### src/rtl/arb_pkg.sv
// Shared definitions for the 8-requester fixed-priority arbiter.
// Holds requester count, index width and the arbiter state encoding.
package arb_pkg;

   localparam int N_REQ = 8;
   localparam int IDX_W = 3;

   typedef enum logic [1:0] {
      IDLE  = 2'b00,
      GRANT = 2'b01,
      GAP   = 2'b10
   } arb_state_t;

endpackage

### src/rtl/prio_enc8.sv
// Combinational 8-to-3 priority encoder, bit 7 highest.
// any is high when at least one input bit is set.
module prio_enc8
   import arb_pkg::*;
(
   input  logic [N_REQ-1:0] vec,
   output logic [IDX_W-1:0] idx,
   output logic             any
);

   always_comb begin
      idx = '0;
      any = |vec;
      // ascending scan: the last set bit seen is the highest one
      for (int i = 0; i < N_REQ; i++) begin
         if (vec[i]) idx = IDX_W'(i);
      end
   end

endmodule

### src/rtl/prio_arbiter8.sv
// Sequential fixed-priority arbiter with bounded hold, forced release,
// one-shot masking of the preempted requester and a turnaround gap.
module prio_arbiter8
   import arb_pkg::*;
#(
   parameter int HOLD_MAX = 15
)(
   input  logic             clk,
   input  logic             rst_n,
   input  logic [N_REQ-1:0] req,
   output logic [N_REQ-1:0] grant,
   output logic [IDX_W-1:0] grant_idx,
   output logic             grant_valid,
   output logic             timeout
);

   localparam logic [7:0] HOLD_LIM = 8'(HOLD_MAX);

   arb_state_t       state, state_n;
   logic [7:0]       hold_cnt, hold_cnt_n;
   logic [N_REQ-1:0] mask, mask_n;
   logic [N_REQ-1:0] grant_n;
   logic [IDX_W-1:0] grant_idx_n;
   logic             timeout_n;

   logic [N_REQ-1:0] eligible;
   logic [N_REQ-1:0] arb_vec;
   logic [IDX_W-1:0] win_idx;
   logic             win_any;

   // masked requester still wins when it is the only one asking
   assign eligible = req & ~mask;
   assign arb_vec  = (eligible != '0) ? eligible : req;

   prio_enc8 u_enc (
      .vec (arb_vec),
      .idx (win_idx),
      .any (win_any)
   );

   always_comb begin
      state_n     = state;
      hold_cnt_n  = hold_cnt;
      mask_n      = mask;
      grant_n     = grant;
      grant_idx_n = grant_idx;
      timeout_n   = 1'b0;
      unique case (state)
         IDLE, GAP: begin
            grant_n = '0;
            state_n = IDLE;
            if (win_any) begin
               state_n          = GRANT;
               grant_n[win_idx] = 1'b1;
               grant_idx_n      = win_idx;
               hold_cnt_n       = 8'd1;
               mask_n           = '0;
            end
         end
         GRANT: begin
            if (!req[grant_idx]) begin
               state_n = GAP;
               grant_n = '0;
            end else if (hold_cnt == HOLD_LIM) begin
               state_n           = GAP;
               grant_n           = '0;
               mask_n[grant_idx] = 1'b1;
               timeout_n         = 1'b1;
            end else begin
               hold_cnt_n = hold_cnt + 8'd1;
            end
         end
         default: begin
            state_n = IDLE;
            grant_n = '0;
         end
      endcase
   end

   always_ff @(posedge clk or negedge rst_n) begin
      if (!rst_n) begin
         state       <= IDLE;
         hold_cnt    <= '0;
         mask        <= '0;
         grant       <= '0;
         grant_idx   <= '0;
         grant_valid <= 1'b0;
         timeout     <= 1'b0;
      end else begin
         state       <= state_n;
         hold_cnt    <= hold_cnt_n;
         mask        <= mask_n;
         grant       <= grant_n;
         grant_idx   <= grant_idx_n;
         grant_valid <= |grant_n;
         timeout     <= timeout_n;
      end
   end

endmodule

### config.mk
export PLATFORM = sky130hd
export DESIGN_NAME = prio_arbiter8
export DESIGN_NICKNAME = d
export VERILOG_FILES = /design/src/rtl/arb_pkg.sv /design/src/rtl/prio_enc8.sv /design/src/rtl/prio_arbiter8.sv
export SDC_FILE = /design/constraint.sdc
export NUM_CORES = 1
export LEC_CHECK = 0
export CAP_MARGIN = 40
export CORE_ASPECT_RATIO = 1.2
export CORE_MARGIN = 2
export CORE_UTILIZATION = 25
export CTS_CLUSTER_DIAMETER = 60
export DETAILED_ROUTE_END_ITERATION = 10
export GPL_TIMING_DRIVEN = 0
export PLACE_DENSITY_LB_ADDON = 0.2
export SLEW_MARGIN = 20
export SYNTH_ARGS = -nofsm -noshare
export SYNTH_HDL_FRONTEND = slang
export SYNTH_HIERARCHICAL = 1
export SYNTH_SLANG_ARGS = --single-unit
### constraint.sdc
create_clock -name clk -period 3 [get_ports clk]
set_clock_uncertainty 0.05 [all_clocks]
set_input_delay 0.6 -clock clk [delete_from_list [all_inputs] [get_ports clk]]
set_output_delay 0.6 -clock clk [all_outputs]
set_load 0.02 [all_outputs]
==> reports/results.tsv, run 1 <==
metric	value	unit
result of the run	finished clean	
post-synth net total	180	
number of maximum-capacitance violations	0	
global placement routability congestion	0.816	
library cell with the largest summed area after synthesis	sky130_fd_sc_hd__dfrtp_1	
Total Negative Setup Slacks	0	ns
data arrival time of the critical path	3.03	ns
total number of vias	1445	
Hold Path Class	in2async	
Final nets	220	
count of cell types in the netlist	32	
Inst Count DP	277	
main area contributors after synthesis	sky130_fd_sc_hd__dfrtp_1, sky130_fd_sc_hd__a21oi_1, sky130_fd_sc_hd__nor4_1	
layout cell share with drive strength beyond 1	26.7	%
row cnt	32	
Critical R2R Launch	mask[5]	
Post-Syn Area per Cell	9.70	um^2
worst setup slack after placement	-0.736	ns
number of antenna repair diodes	0	
post-detailed-route count of antenna-violating nets	0	
post-synthesis async set-or-reset flop share	100	%
number of max-slew violations in the final report	0	
Static Leak	0.998	nW
relative area change from synthesis to final layout	39.8	%
power per unit of standard cell area	776	mW/mm^2
TritonCTS clock tree	yes	
H-tree level count	2	
layout filler cell count	684	
Final Non-Filler Cells	295	
final critical-path setup slack	0.131	ns
clock root buffer master	sky130_fd_sc_hd__clkbuf_8	
pin count of the biggest net entering global routing	20	
aggregate global routing overflow	0	
netlist area before placement	0.00164	mm^2
first-iteration detailed-routing DRC count	71	
number of global-route vias before repair	1485	
drt wl/cell	14.5	um
most instantiated library cell after synthesis	sky130_fd_sc_hd__dfrtp_1	
sequential cell area fraction in the yosys report	47.3	%
number of sinks driven by the clock tree	31	
CTS Buf Count	5	
wire length of the first global-routing pass	7270	um
final critical path time including I/O delays and setup	2.87	ns
list of most frequent post-synthesis cells	sky130_fd_sc_hd__dfrtp_1, sky130_fd_sc_hd__a21oi_1, sky130_fd_sc_hd__inv_1	
DRC violations left	0	
number of antenna violations at the first check in global routing	0	
Final Hold Vio Count	0	
Seq cells post-synth	31	
number of I/O pins	23	
count of warnings emitted by yosys	6	
Max IR drop VDD	0.000334	V
PortBufs	22	
deepest clock path buffer count	2	
number of detailed-routing iterations run before antenna repair	4	
clock insertion delay at the later pin of the skew report	0.29	ns
die span in y	92.7	um
kind of end point of the critical path	flop	
die outline width	77.9	um
end-of-flow core utilization	35.8	%
gate count of the mapped netlist	169	
die area	0.00722	mm^2
aggregate global-route resource usage	13.2	%
fmax	349	MHz
drt total wl	4280	um
fraction of post-synthesis cell area in the top cell type by area	47.3	%
count of hold buffers inserted by post-cts repair	0	
worst path required time	3.16	ns
starting utilization of the core area	25.6	%
most instantiated flip-flop cell in the synthesis netlist	sky130_fd_sc_hd__dfrtp_1	
worst-case headroom to the max-slew limit	47.8	%
clock-pin slew of the registers on the worst-case setup and hold paths	0.08	ns
Finish-stage setup viols	0	
transition time at the pin with the least slew margin	0.776	ns
Critical Path Source	req[6]	
Final HPWL DP	2960	um
maximum fanout encountered on the critical timing path	8	
Post-synth EDFFs	0	
Via-to-Cell Ratio	4.90	
ratio of final minimum period to clock period	95.6	%
startpoint kind of the worst setup timing path	primary input	
placeable core region	0.00641	mm^2
critical path class	in2reg	
[state kept, by name, summed over array words and instances, names as in the netlist]
signal / cells
grant: 8
hold_cnt: 8
mask: 8
grant_idx: 3
state: 2
grant_valid: 1
timeout: 1
[placed cells by master, fill, tap and decap left out, drive strengths merged, types with 9 or more instances in the layout]
cell,instances
dfrtp,31
a21oi,17
nor4,11
clkbuf,9
clkdlybuf4s50,13
nand2,12
nor2,11
buf,17
inv,14
[repair_timing]
item,4_1_cts,5_1_grt
pin swaps,9,3
setup endpoints to repair,15,15
gates resized for setup,29,10
hold endpoints to repair,0,0
setup buffers,10,0
[critical path: stages]
cell and delay, ns:
sky130_fd_sc_hd__dlygate4sd2_1 0.26, sky130_fd_sc_hd__inv_2 0.06, sky130_fd_sc_hd__o22ai_1 0.08, sky130_fd_sc_hd__or4_4 0.53
sky130_fd_sc_hd__buf_12 0.17, sky130_fd_sc_hd__a21oi_4 0.16, sky130_fd_sc_hd__nor2_2 0.07, sky130_fd_sc_hd__nand4_1 0.11
sky130_fd_sc_hd__nor2b_4 0.17, sky130_fd_sc_hd__a21oi_2 0.06, sky130_fd_sc_hd__buf_6 0.14, sky130_fd_sc_hd__or4_4 0.47
sky130_fd_sc_hd__a21oi_2 0.14
[layout make-up]
class / count / area, um^2 / area share [%]
Inverter: 14 / 52.6 / 2.29
Timing Repair Buffer: 33 / 315 / 13.8
Sequential cell: 31 / 776 / 33.9
Clock buffer: 6 / 82.6 / 3.60
Clock inverter: 2 / 35.0 / 1.53
Multi-Input combinational cell: 116 / 853 / 37.2
Tap cell: 85 / 106 / 4.64
Buffer: 8 / 70.1 / 3.06
[where the power goes]
part / total [mW] / leakage, nW / internal [mW] / switching [mW]
Combinational: 0.780 / 0.525 / 0.329 / 0.452
Clock: 0.436 / 0.0612 / 0.269 / 0.168
Sequential: 0.561 / 0.412 / 0.490 / 0.0717
[per-layer routing]
metal	global-route usage [%]	up-vias	share of wire, %
li1	-	702	-
met1	16.9	700	46
met2	21.0	35	47
met3	3.22	8	4.1
met4	5.85	0	2.5
met5	0	-	0
[path summary, 6_finish.rpt]
kind / end / slack (ns) / depth (start not counted)
max: hold_cnt[6] / 0.13 / 13
min: mask[4] / 0.16 / 1
max reg2reg: hold_cnt[6] / 0.26 / 11
min reg2reg: hold_cnt[0] / 0.47 / 1
max in group asynchronous: grant[1] / 2.32 / 2
min in group clk: hold_cnt[0] / 0.47 / 1
[metrics by stage]
step                      hold slack [ns]  cell area (um^2)  total power, mW
after CTS                           0.166              2260             1.79
after global routing                0.172              2290             1.90
after global placement              0.453              1980             1.29
final                               0.161              2290             1.78
after detailed placement            0.459              2000             1.29
after floorplan                     0.254              1660             1.04
[cells by family (layout without fill, tap and decap cells)]
logic type               after synthesis  in the layout  synth area share (%)
AO/OA/AOI/OAI                         50             50                  22.0
flip-flops                            31             31                  47.3
multiplexers                           6              6                  3.66
buffers and inverters                 22             63                  6.03
AND/OR/NAND/NOR                       59             59                  20.2
adder cells (fa/ha/maj)                1              1                 0.763
Power figures use the tool's default switching activity.
==> run 2: changes to the inputs <==
--- a/config.mk
+++ b/config.mk
@@ -8,7 +8,7 @@
 export CAP_MARGIN = 40
 export CORE_ASPECT_RATIO = 1.2
 export CORE_MARGIN = 2
-export CORE_UTILIZATION = 25
+export CORE_UTILIZATION = 54
 export CTS_CLUSTER_DIAMETER = 60
 export DETAILED_ROUTE_END_ITERATION = 10
 export GPL_TIMING_DRIVEN = 0
@@ -16,5 +16,4 @@
 export SLEW_MARGIN = 20
 export SYNTH_ARGS = -nofsm -noshare
 export SYNTH_HDL_FRONTEND = slang
-export SYNTH_HIERARCHICAL = 1
 export SYNTH_SLANG_ARGS = --single-unit
==> constraint.sdc (replaced) <==
create_clock -name clk -period 3 [get_ports clk]
set_clock_uncertainty 0.05 [all_clocks]
set_input_delay 0.6 -clock clk [delete_from_list [all_inputs] [get_ports clk]]
set_output_delay 0.6 -clock clk [all_outputs]
set_load 0.05 [all_outputs]
==> run 2 against run 1 <==
Against the previous run:
- sequential power increased by 2%
- wire length decreased by 11%
- non-clock buffer count decreased by 16
- highest routed layer unchanged
- cell count down 23%
- global-route usage rose by 12 points
- critical path depth decreased by 4
- synthesized area grew 3.4%
- largest cell class unchanged
- clock power decreased by 52%
- combinational power decreased by 12%
- hold slack better by 0.090 ns
- largest power group unchanged
- worst setup slack improved by 0.086 ns
- count of clock-buffer cells in the layout unchanged
==> reports/results.tsv, run 2 <==
metric	value	unit
number of sinks driven by the clock tree	31	
wire length of the first global-routing pass	6490	um
placeable core region	0.00303	mm^2
sequential cell area fraction in the yosys report	45.8	%
count of cell types in the netlist	48	
number of detailed-routing iterations run before antenna repair	4	
Via-to-Cell Ratio	6.17	
Critical R2R Launch	mask[3]	
fraction of post-synthesis cell area in the top cell type by area	45.8	%
list of most frequent post-synthesis cells	sky130_fd_sc_hd__dfrtp_1, sky130_fd_sc_hd__nand2_1, sky130_fd_sc_hd__nor2_1	
result of the run	finished clean	
number of maximum-capacitance violations	0	
final critical path time including I/O delays and setup	2.78	ns
number of max-slew violations in the final report	0	
Final Hold Vio Count	0	
Finish-stage setup viols	0	
worst path required time	3.16	ns
post-synth net total	173	
number of I/O pins	23	
data arrival time of the critical path	2.94	ns
layout filler cell count	251	
Static Leak	0.855	nW
Final HPWL DP	2900	um
aggregate global-route resource usage	25.5	%
maximum fanout encountered on the critical timing path	9	
count of warnings emitted by yosys	0	
library cell with the largest summed area after synthesis	sky130_fd_sc_hd__dfrtp_1	
ratio of final minimum period to clock period	92.7	%
Crit Reg-Reg Endpoint	grant_idx[1]	
Hold Path Class	in2async	
DRC violations left	0	
Post-synth EDFFs	0	
number of antenna violations at the first check in global routing	0	
final critical-path setup slack	0.218	ns
count of hold buffers inserted by post-cts repair	0	
Final nets	202	
most instantiated flip-flop cell in the synthesis netlist	sky130_fd_sc_hd__dfrtp_1	
global placement routability congestion	0.804	
number of instances resized during post-cts repair	0	
clock insertion delay at the later pin of the skew report	0.32	ns
power after layout	1.47	mW
number of global-route vias before repair	1420	
critical path class	in2reg	
number of buffers inserted to repair setup after CTS	0	
gate count of the mapped netlist	162	
drt total wl	3810	um
number of antenna repair diodes	0	
die outline width	55.2	um
power per unit of standard cell area	738	mW/mm^2
drt wl/cell	16.9	um
worst-case headroom to the max-slew limit	46.9	%
main area contributors after synthesis	sky130_fd_sc_hd__dfrtp_1, sky130_fd_sc_hd__nand2_1, sky130_fd_sc_hd__a22o_1	
reg-to-reg setup timing slack	0.60	ns
most instantiated library cell after synthesis	sky130_fd_sc_hd__dfrtp_1	
total number of vias	1394	
transition time at the pin with the least slew margin	0.792	ns
fmax	359	MHz
Regs by FF count	grant: 8 flops, hold_cnt: 8 flops, mask: 8 flops	
worst setup slack after placement	-0.0683	ns
CTS Buf Count	5	
RSZ-0062 raised after global routing	no	
first-iteration detailed-routing DRC count	37	
TritonCTS clock tree	yes	
startpoint kind of the worst setup timing path	primary input	
most common cell after layout, fill and taps aside	sky130_fd_sc_hd__dfrtp_1	
row cnt	22	
Max IR drop VDD	0.000506	V
aggregate global routing overflow	0	
clock root buffer master	sky130_fd_sc_hd__clkbuf_4	
worst reg-to-reg path cell count	7	
Post-Syn Area per Cell	10.5	um^2
PortBufs	22	
die area	0.00361	mm^2
starting utilization of the core area	56.0	%
die span in y	65.4	um
post-synthesis async set-or-reset flop share	100	%
commonest cells after routing, fill and taps aside	sky130_fd_sc_hd__dfrtp_1, sky130_fd_sc_hd__clkdlybuf4s50_1, sky130_fd_sc_hd__nand2_1	
kind of end point of the critical path	flop	
H-tree level count	2	
deepest clock path buffer count	2	
relative area change from synthesis to final layout	17.8	%
layout cell share with drive strength beyond 1	12.6	%
post-detailed-route count of antenna-violating nets	0	
clock-pin slew of the registers on the worst-case setup and hold paths	0.09	ns
Seq cells post-synth	31	
netlist area before placement	0.00170	mm^2
pin count of the biggest net entering global routing	32	
-- run 2: cell types whose count changed in the layout (fill, tap and decap cells not counted), moves of 8 or more --
cell	delta
sky130_fd_sc_hd__buf_4	-9
sky130_fd_sc_hd__inv_2	-8
sky130_fd_sc_hd__nor4_1	-8
sky130_fd_sc_hd__clkdlybuf4s50_1	+8
-- run 2: metrics by stage --
stage	instances	TNS, ns	util, %	hold WS [ns]	cell area (um^2)
2_1_floorplan	162	0	-	0.254	1700
3_3_place_gp	220	-0.0553	64.8	0.437	1960
3_5_place_dp	220	-0.0752	64.6	0.438	1960
4_1_cts	226	0	66.0	0.264	2000
5_1_grt	226	0	66.0	0.298	2000
6_report	226	0	66.0	0.251	2000
-- run 2: worst max path at each step --
stage | from | to | slack [ns] | depth (start not counted)
5_1_grt | req[3] | grant_idx[1] | 0.1 | 9
6_report | req[3] | grant_idx[1] | 0.22 | 9
3_3_place_gp | req[3] | grant_idx[1] | -0.06 | 9
4_1_cts | req[3] | grant_idx[1] | 0.27 | 9
3_5_place_dp | req[3] | grant_idx[1] | -0.07 | 9
2_1_floorplan | grant_idx[2] | hold_cnt[7] | 0.70 | 8
-- run 2: report_power, final --
part           internal, mW  switching, mW  leakage [nW]  total, mW
sequential            0.484         0.0890         0.410      0.573
clock                0.0832          0.128        0.0242      0.211
combinational         0.261          0.429         0.421      0.690
-- run 2: area by class of cell --
class	instances	area, um^2	area share, %
multi-input combinational	119	856	42.9
sequential	31	776	38.8
timing repair buffer	22	215	10.8
tap	36	45.0	2.26
clock buffer	6	41.3	2.07
inverter	9	33.8	1.69
buffer	3	30.0	1.50
-- run 2: kinds of logic after synthesis --
kind of cell | count (synthesis) | share of synthesized area, %
fa+ha+maj | 1 | 0.738
buf+inv | 12 | 3.76
flops | 31 | 45.8
compound gates | 41 | 20.9
xor+xnor | 7 | 3.62
mux | 4 | 3.39
simple gates | 66 | 21.8
-- run 2: metal layers --
metal	GRT usage [%]	routed length (um)	vias to the layer above
li1	-	-	661
met1	30.7	1590	687
met2	41.2	1960	36
met3	7.27	161	10
met4	11.6	100	0
met5	0	0	-
-- run 2: critical path, cell delays in order --
cell                              delay [ns]
sky130_fd_sc_hd__clkdlybuf4s50_1        0.52
sky130_fd_sc_hd__inv_1                  0.08
sky130_fd_sc_hd__o2111ai_2              0.39
sky130_fd_sc_hd__o21ai_1                0.17
sky130_fd_sc_hd__a22oi_1                0.32
sky130_fd_sc_hd__nand4_2                0.20
sky130_fd_sc_hd__and2_1                 0.22
sky130_fd_sc_hd__buf_6                  0.14
sky130_fd_sc_hd__mux2_4                 0.29
==> RTL edit: new RTL, flow settings as in run 1 <==
Encoding of `arb_state_t`: now one-hot (3 bits for 3 states).
--- a/src/rtl/arb_pkg.sv
+++ b/src/rtl/arb_pkg.sv
@@ -5,10 +5,10 @@
    localparam int N_REQ = 8;
    localparam int IDX_W = 3;
 
-   typedef enum logic [1:0] {
-      IDLE  = 2'b00,
-      GRANT = 2'b01,
-      GAP   = 2'b10
+   typedef enum logic [2:0] {
+      IDLE  = 3'b001,
+      GRANT = 3'b010,
+      GAP   = 3'b100
    } arb_state_t;
 
 endpackage
Formal check against the unedited RTL: no difference found for any inputs over 10 cycles, from zero or initial values and one cycle with rst_n low; not proved beyond that.
==> RTL edit against run 1 <==
Clock power up 5.0%. Sequential cell count increased by 1. Synthesized area shrank 1.8%. Routed wire length fell by 4.7%. Design area fell by 4.9%. Setup slack worse by 0.0012 ns. Critical path type unchanged. Power is 0.83% lower.
==> RTL edit: results (changes against run 1) <==
| Metric | Value |
|---|---|
| Post-synthesis adder-cell area fraction | 0.778% (+0.014 points) |
| Vias/cell | 4.84 (-1.1%) |
| Mux share of post-synthesis cell area | 4.98% (+1.3 points) |
| Nets | 205 (-6.8%) |
| Hold Crit Class | input port to async pin |
| Status | complete, no violations |
| First-pass GRT wire length | 6930 um (-4.7%) |
| Placer Congestion | 0.850 (+4.2%) |
| Number of fillers in the final layout | 690 (+0.88%) |
| Pleak | 0.952 nW (-4.7%) |
| Largest net degree at the start of global routing | 31 (+55%) |
| Placed insts | 270 (-2.5%) |
| Aggregate global-route resource usage | 12.4% (-0.76 points) |
| Netlist cell types | 43 (+34%) |
| Relative slew slack | 42.2% (-5.7 points) |
| Antenna violations before repair | 0 (unchanged) |
| Crit path max-delay family | buffers and inverters |
| Drt initial violations | 31 (-56%) |
| Slowest cell on the critical path | or4_1 |
| Largest family of logic cells by synthesized area | compound AO/OA/AOI/OAI gates |
| Max incr delay on CP | 0.54 ns |
| Syn Nets | 173 (-3.9%) |
| Worst vdd ir | 0.247 mV (-26%) |
| Share of cells above drive strength 1 | 19.0% (-7.7 points) |
| Post-synthesis xor/xnor area fraction | 0.544% (+0.54 points) |
| Crit-path max FO | 8 (unchanged) |
| Routed WL | 4080 um (-4.7%) |
| Synth area leaders | dfrtp_1, a32o_1, mux2i_1, nand2_1, a21oi_1 |
| Commonest cells post-synth | dfrtp_1, nand2_1, inv_1 |
| Synth Flop Type | dfrtp_1 |
| CTS clock-pin slew for the worst setup and hold paths | 0.07 ns |
| Post-DP HPWL | 2960 um (about the same) |
| Seq/Total Area, Yosys | 49.8% (+2.5 points) |
| Inserted Diodes | 0 (unchanged) |
| Clk buf depth | 2 (unchanged) |
| Syn_area_per_cell | 9.93 um^2 (+2.4%) |
| Compound-Gate Fraction of Synth Area | 20.9% (-1.1 points) |
| Vias in the first global route | 1,423 (-4.2%) |
| Finished Layout Cells | 280 (-5.1%) |
-- RTL edit: stage by stage --
| stage | instance area (um^2) | setup WS, ns |
|---|---|---|
| floorplan | 1610 | 0.277 |
| global route | 2180 | -0.0422 |
| detailed placement | 1950 | -0.609 |
| global placement | 1940 | -0.615 |
| finish | 2180 | 0.130 |
| CTS | 2100 | 0.0328 |
-- RTL edit: cells by family after synthesis --
family | after synthesis
XOR/XNOR | 1
flip-flops | 32
adder cells (fa/ha/maj) | 1
AO/OA/AOI/OAI | 45
buffers and inverters | 20
multiplexers | 8
AND/OR/NAND/NOR | 55
-- RTL edit: layout make-up --
class                   count  area [um^2]  area share, %
flip-flops and latches     32          802           36.8
plain buffers               6         47.5           2.18
multi-input cells         110          790           36.2
inverters                  13         48.8           2.24
clock buffers               7         96.3           4.42
repair buffers             26          258           11.8
well taps                  85          106           4.88
clock inverters             1         30.0           1.38
-- RTL edit: timing repair --
| action | 4_1_cts | 5_1_grt |
|---|---|---|
| gates resized for setup | 9 | 20 |
| hold buffers | 0 | 0 |
| pin swaps | 2 | 0 |
| buffers inserted | 1 | 2 |
| endpoints found under the hold margin | 0 | 0 |
| setup endpoints to repair | 20 | 25 |
-- RTL edit: worst paths after layout --
kind                                  start           to  slack, ns  cells after the start
worst max-delay path                 req[4]     grant[4]       0.13                     12
worst min-delay path                  rst_n      mask[2]       0.06                      1
worst max register to register      mask[7]     grant[4]       0.53                     10
worst min register to register  hold_cnt[4]  hold_cnt[4]       0.47                      1
max in group asynchronous             rst_n     state[0]       2.42                      2
min in group clk                hold_cnt[4]  hold_cnt[4]       0.47                      1
-- RTL edit: per-layer routing --
metal / global-route usage, % / wire length [um]
met5: 0 / 0
met3: 3.25 / 155
met2: 20.9 / 1980
met1: 15.0 / 1860
met4: 4.76 / 78
-- RTL edit: report_power, final --
part	switching [W]	total [W]	internal [W]
Clock	0.000164	0.000458	0.000293
Combinational	0.000415	0.000721	0.000306
Sequential	0.0000712	0.000585	0.000514
